**config.mk**
```make
export PLATFORM = sky130hd
export DESIGN_NAME = pn_lfsr_stream_gen
export DESIGN_NICKNAME = d
export VERILOG_FILES = /design/src/rtl/pn_lfsr_stream_gen_pkg.sv /design/src/rtl/pn_lfsr_step_n.sv /design/src/rtl/pn_lfsr_stream_gen.sv
export SDC_FILE = /design/constraint.sdc
export NUM_CORES = 1
export LEC_CHECK = 0
export BUFFER_PORTS_ARGS = -buffer_cell sky130_fd_sc_hd__buf_2
export CORE_MARGIN = 1.5
export CORE_UTILIZATION = 30
export CTS_CLUSTER_DIAMETER = 150
export DETAILED_ROUTE_END_ITERATION = 8
export GPL_ROUTABILITY_DRIVEN = 0
export PLACE_DENSITY = 0.49
export SYNTH_ARGS = -nofsm -noshare
export SYNTH_HDL_FRONTEND = slang
export SYNTH_SLANG_ARGS = --single-unit
```
**constraint.sdc**
```tcl
create_clock -name clk -period 2.67 [get_ports clk]
set_input_delay 0.1335 -clock clk [delete_from_list [all_inputs] [get_ports clk]]
set_output_delay 0.1335 -clock clk [all_outputs]
set_load 0.03 [all_outputs]
```
**src/rtl/pn_lfsr_stream_gen_pkg.sv**
```systemverilog
// Shared definitions for the PN LFSR stream generator.
// Provides the controller state type, reference tap masks for common widths
// and a single-step Fibonacci LFSR helper (operates on up to 32-bit state).
package pn_gen_pkg;

  typedef enum logic {
    IDLE = 1'b0,
    RUN  = 1'b1
  } state_t;

  localparam int unsigned LFSR_MAX_W = 32;

  // Default (primitive) tap masks; bit i set = s[i] feeds the XOR.
  localparam logic [2:0] TAP_W3 = 3'b011;
  localparam logic [3:0] TAP_W4 = 4'b0011;
  localparam logic [4:0] TAP_W5 = 5'b00101;
  localparam logic [6:0] TAP_W7 = 7'b0000011;

  typedef struct packed {
    logic [LFSR_MAX_W-1:0] s_next;
    logic                  out;
  } step_t;

  // One LFSR step for a register of width w (bits above w-1 must be zero).
  function automatic step_t lfsr_step(input logic [LFSR_MAX_W-1:0] s,
                                      input logic [LFSR_MAX_W-1:0] poly,
                                      input int unsigned           w);
    step_t r;
    r.out         = s[0];
    r.s_next      = s >> 1;
    r.s_next[w-1] = ^(s & poly);
    return r;
  endfunction

endpackage

```
**src/rtl/pn_lfsr_step_n.sv**
```systemverilog
// Combinational OUT_W-step unroll of a Fibonacci LFSR.
// Ports:
//   state      current LFSR state
//   poly       tap mask
//   state_next state after OUT_W steps
//   bits       generated bits, bit 0 = first step's output
module pn_lfsr_step_n
  import pn_gen_pkg::*;
#(
  parameter int unsigned LFSR_W = 7,
  parameter int unsigned OUT_W  = 1
) (
  input  logic [LFSR_W-1:0] state,
  input  logic [LFSR_W-1:0] poly,
  output logic [LFSR_W-1:0] state_next,
  output logic [OUT_W-1:0]  bits
);

  logic [LFSR_W-1:0] s_work;

  always_comb begin
    s_work = state;
    bits   = '0;
    for (int unsigned k = 0; k < OUT_W; k++) begin
      bits[k] = s_work[0];
      s_work  = {^(s_work & poly), s_work[LFSR_W-1:1]};
    end
    state_next = s_work;
  end

endmodule

```
**src/rtl/pn_lfsr_stream_gen.sv**
```systemverilog
// PN-sequence generator: Fibonacci LFSR with a stream-style output.
// A seed/poly/length configuration is accepted in IDLE; the block then emits
// OUT_W PN bits per beat for seq_len beats (or until abort when seq_len = 0).
// Ports:
//   clk, reset                 clock, synchronous active-high reset
//   seed_valid/seed_ready      configuration handshake
//   seed_data, poly, seq_len   initial state, tap mask, beat count (0 = free run)
//   abort                      terminate the current run
//   m_tvalid/m_tready          output beat handshake
//   m_tdata, m_tlast           PN bits (bit 0 earliest), last beat flag
//   busy                       high while running
//   cfg_err                    one-cycle pulse on rejected seed/poly
module pn_lfsr_stream_gen
  import pn_gen_pkg::*;
#(
  parameter int unsigned LFSR_W = 7,
  parameter int unsigned OUT_W  = 1,
  parameter int unsigned LEN_W  = 16
) (
  input  logic              clk,
  input  logic              reset,
  input  logic              seed_valid,
  output logic              seed_ready,
  input  logic [LFSR_W-1:0] seed_data,
  input  logic [LFSR_W-1:0] poly,
  input  logic [LEN_W-1:0]  seq_len,
  input  logic              abort,
  output logic              m_tvalid,
  input  logic              m_tready,
  output logic [OUT_W-1:0]  m_tdata,
  output logic              m_tlast,
  output logic              busy,
  output logic              cfg_err
);

  state_t            state_q, state_d;
  logic [LFSR_W-1:0] lfsr_q, lfsr_d;
  logic [LFSR_W-1:0] poly_q, poly_d;
  logic [LEN_W-1:0]  len_q, len_d;
  logic [LEN_W-1:0]  cnt_q, cnt_d;
  logic [LEN_W-1:0]  cnt_inc;
  logic [OUT_W-1:0]  tdata_q, tdata_d;
  logic              tlast_q, tlast_d;
  logic              cfg_err_q, cfg_err_d;

  logic [LFSR_W-1:0] step_in, step_poly, step_next;
  logic [OUT_W-1:0]  step_bits;
  logic              handshake;

  // One shared unroll: seeds the first beat in IDLE, advances the stream in RUN.
  assign step_in   = (state_q == IDLE) ? seed_data : lfsr_q;
  assign step_poly = (state_q == IDLE) ? poly      : poly_q;

  pn_lfsr_step_n #(
    .LFSR_W (LFSR_W),
    .OUT_W  (OUT_W)
  ) u_step (
    .state      (step_in),
    .poly       (step_poly),
    .state_next (step_next),
    .bits       (step_bits)
  );

  assign m_tvalid   = (state_q == RUN);
  assign busy       = (state_q == RUN);
  assign seed_ready = (state_q == IDLE);
  assign m_tdata    = tdata_q;
  assign m_tlast    = tlast_q;
  assign cfg_err    = cfg_err_q;

  assign handshake = m_tvalid && m_tready;
  assign cnt_inc   = cnt_q + LEN_W'(1);

  always_ff @(posedge clk) begin
    if (reset) begin
      state_q   <= IDLE;
      lfsr_q    <= '0;
      poly_q    <= '0;
      len_q     <= '0;
      cnt_q     <= '0;
      tdata_q   <= '0;
      tlast_q   <= 1'b0;
      cfg_err_q <= 1'b0;
    end else begin
      state_q   <= state_d;
      lfsr_q    <= lfsr_d;
      poly_q    <= poly_d;
      len_q     <= len_d;
      cnt_q     <= cnt_d;
      tdata_q   <= tdata_d;
      tlast_q   <= tlast_d;
      cfg_err_q <= cfg_err_d;
    end
  end

  always_comb begin
    state_d   = state_q;
    lfsr_d    = lfsr_q;
    poly_d    = poly_q;
    len_d     = len_q;
    cnt_d     = cnt_q;
    tdata_d   = tdata_q;
    tlast_d   = tlast_q;
    cfg_err_d = 1'b0;

    unique case (state_q)
      IDLE: begin
        if (seed_valid) begin
          if ((seed_data == '0) || (poly == '0)) begin
            cfg_err_d = 1'b1;
          end else begin
            state_d = RUN;
            lfsr_d  = step_next;
            tdata_d = step_bits;
            poly_d  = poly;
            len_d   = seq_len;
            cnt_d   = '0;
            tlast_d = (seq_len == LEN_W'(1));
          end
        end
      end

      RUN: begin
        if ((handshake && tlast_q) || abort) begin
          state_d = IDLE;
          tlast_d = 1'b0;
        end else if (handshake) begin
          // cnt_q indexes the beat being presented; the next beat is cnt_q+1.
          // Counter wraps silently in free-running mode.
          cnt_d   = cnt_inc;
          lfsr_d  = step_next;
          tdata_d = step_bits;
          tlast_d = (len_q != '0) && (cnt_inc == (len_q - LEN_W'(1)));
        end
      end

      default: state_d = IDLE;
    endcase
  end

endmodule
```
==> parameters.txt <==
Parameter                              Value

Synth
  Post-synth top area cell ... dfxtp_1
  Area contributors post-synth ... dfxtp_1 (34%), xnor2_1 (11%), mux2i_1 (10%)
  Mean instance size in the synthesized netlist ... 8.11 um2
  Yosys Warn Count ... 0
  Post-synthesis register bit count ... 50
  Synthesized area ... 2960 um2
  Fraction of registers with async set/reset ... 0
  Distinct cell type count of the synthesized netlist ... 43
  Area share of the leading cell type in the synthesized netlist ... 0.338
  Post-Synth XOR/XNOR Area ... 0.145
  Sequential area share after synthesis ... 0.338
  Primary flip-flop cell chosen by synthesis mapping ... dfxtp_1
  Synth Area in Compound Gates ... 0.0934
  Adder-cell share of the synthesized area ... 0.0127
  Mux cell area share after synthesis ... 0.105
  Post-Synthesis Cells ... 365
  Largest family of logic cells by synthesized area ... simple AND/OR/NAND/NOR gates
  Post-synth EDFFs ... 0
  Net count after synthesis ... 403
  Simple-Gate Fraction of Synth Area ... 0.268

Global routing
  Global-route wire length before repair ... 12300 um
  Overall Global Routing Usage ... 0.150
  Remaining global-route overflow ... 0
  Vias in the first global route ... 2333
  Antenna violations before repair ... 0
  Maximum number of pins on one net before global-route repair ... 52

Clocking
  Number of clock buffers inserted by TritonCTS ... 5
  TritonCTS clock tree ... built
  Clock Tree Root ... clkbuf_8
  Number of hold buffers added after cts ... 0
  Resized cells post-CTS ... 0
  Number of sinks on the clock net ... 50
  Maximum count of clock buffers along a single path ... 2
  Post CTS Setup Buffer Count ... 0
  Worst-skew pair later-pin latency ... 0.30 ns
  Post-CTS clock slew at the launch and capture registers of the worst setup and hold paths ... 0.09 ns
  H-tree depth ... 2

Critical path
  Crit Path Category ... reg2reg
  Worst Path Required ... 2.90 ns
  Critical path data arrival time ... 2.53 ns
  Maximum fanout along the worst path ... 6
  Worst setup path startpoint ... len_q[4]$_SDFFE_PP0P_
  Worst Setup EP ... m_tlast$_SDFFE_PP0P_
  Reg-to-reg setup timing slack ... 0.37 ns
  Launch point of the worst reg-to-reg path ... len_q[4]$_SDFFE_PP0P_
  Crit. End Element ... flip-flop
  FF-to-FF path depth ... 7
  FF-to-FF End ... m_tlast$_SDFFE_PP0P_
  Type of origin of the critical path ... flip-flop

Pwr
  Leakage ... 1.35 nW
  VDD IR-drop max ... 0.000222 V
  Sequential group share of total power ... 0.484
  Total internal power ... 1.18 mW
  Reported net switching power ... 528 uW
  Logic gate share of total power ... 0.240
  Total Power ... 1.70 mW
  Cell area power density ... 505 nW/um2
  Clock Power Share ... 0.277
  Switching share of power ... 0.310

Status
  Run status ... finished clean

Cells and area
  Most frequent standard cell in the layout excluding fill and tap cells ... nor2_1
  Share of final-layout standard cells stronger than drive strength 1 ... 0.160
  Antenna fix cells ... 0
  Final layout net count ... 436
  Area added between synthesis and finish ... 14.1%
  Core occupancy in the finished layout ... 0.349
  Top library cells by usage in the layout, fill and taps aside ... nor2_1 (54), dfxtp_1 (50), buf_2 (40)
  Final instance area ... 3380 um2

STA
  Shortest clock period the worst path allows after layout ... 2.30 ns
  Worst-case clock skew ... 0.00332 ns
  Count of endpoints failing setup in the final report ... 0
  Post-route worst setup slack ... 0.365 ns
  Setup TNS ... 0 ns
  Post-route fraction of the period consumed by the critical path ... 0.863
  RSZ-0062 raised after global routing ... no
  Number of max-slew violations in the final report ... 0
  Number of hold violations in the final report ... 0
  Worst relative slew slack ... 0.593
  Highest Clock Rate ... 434 MHz
  Slew at the pin closest to its max-slew limit ... 0.610 ns

Detailed routing
  First-iteration detailed-routing DRC count ... 149
  Detailed-route wire length per cell ... 14.2 um
  Total iterations of the first detailed-routing run ... 4
  Drt drc ... 0
  Overall via count from detail_route ... 2571
  Routed wire length ... 7540 um
  ANT nets after route ... 0
  Avg Vias per Cell ... 4.83

Place
  Post-Place Cell Area ... 3290 um2
  Port Buf Inserts ... 40
  Worst slack at placement ... 0.379 ns
  Detailed Place HPWL ... 5580 um

Floorplan
  Die Y-Extent ... 102 um
  I/O pin count ... 41
  Number of rows created at floorplan ... 36
  Chip Width ... 102 um
  Starting density of the core ... 0.306
  Die Footprint ... 10500 um2
  Placeable core region ... 9680 um2

Run
  Maxcap violations ... 0

Min path
  Class of the worst hold path ... in2reg
## state kept, by name, summed over array words and instances, names as in the netlist
register	cells
poly_q	7
m_tlast	1
len_q	16
cnt_q	16
m_tdata	1
busy	1
lfsr_q	7
cfg_err	1
## power by group through the flow
stage	clock [mW]	combinational (mW)	sequential, mW
5_1_grt	0.521	0.452	0.831
6_report	0.472	0.409	0.824
2_1_floorplan	0	0.309	0.834
3_3_place_gp	0	0.410	0.841
3_5_place_dp	0	0.412	0.842
4_1_cts	0.492	0.413	0.824
## Yosys cell counts (2+ instances only)
cell type / instances
buf_4: 2
xnor2_1: 36
a211oi_1: 8
a21o_1: 2
nor4_1: 10
a21oi_1: 18
nor2_1: 54
ha_1: 3
nor3b_1: 2
mux2i_1: 31
or4_1: 3
nand3_1: 20
dfxtp_1: 50
clkbuf_1: 11
buf_2: 7
nor3_1: 17
nand2_1: 35
xor2_1: 13
inv_1: 3
nand4_1: 6
o21ai_0: 12
## worst max-delay path, stage by stage, from the launching register on
cell	delay, ns
dfxtp_1	0.39
nor4_4	0.41
nand2_1	0.16
or4_1	0.44
xnor2_1	0.15
a2111oi_2	0.34
nand4_1	0.15
o31ai_2	0.18
## through the flow
step	std cells	hold slack, ns
after CTS	532	0.0629
after global routing	532	0.0616
after floorplan	365	0.259
after global placement	524	0.383
final	532	0.0678
after detailed placement	524	0.391
## kinds of logic after synthesis
group / count (synthesis)
flops: 50
mux: 31
buf+inv: 25
compound gates: 45
simple gates: 162
fa+ha+maj: 3
xor+xnor: 49
## cell type report
cell class,instances,area [um2]
Inverter,4,15.0
Clock buffer,7,86.3
Clock inverter,1,5.00
Sequential cell,50,1000
Timing Repair Buffer,47,253
Fill cell,1037,6310
Multi-Input combinational cell,290,1850
Tap cell,133,166
## worst min-delay path by stage
stage / start / to / cells after the start
after floorplan: seed_valid / cfg_err$_SDFF_PP0_ / 2
final: seed_valid / cfg_err$_SDFF_PP0_ / 3
after detailed placement: seq_len[1] / len_q[1]$_SDFFE_PP0P_ / 3
after CTS: seed_valid / cfg_err$_SDFF_PP0_ / 3
after global routing: seed_valid / cfg_err$_SDFF_PP0_ / 3
after global placement: seq_len[8] / len_q[8]$_SDFFE_PP0P_ / 3
## metal layers
layer	vias to the layer above	track usage	part of all wire
met4	0	0.0327	0.0077
met3	4	0.0226	0.032
met2	43	0.231	0.43
met1	1187	0.221	0.53
li1	1337	-	-
met5	-	0	0
(Power assumes the default switching activity.)
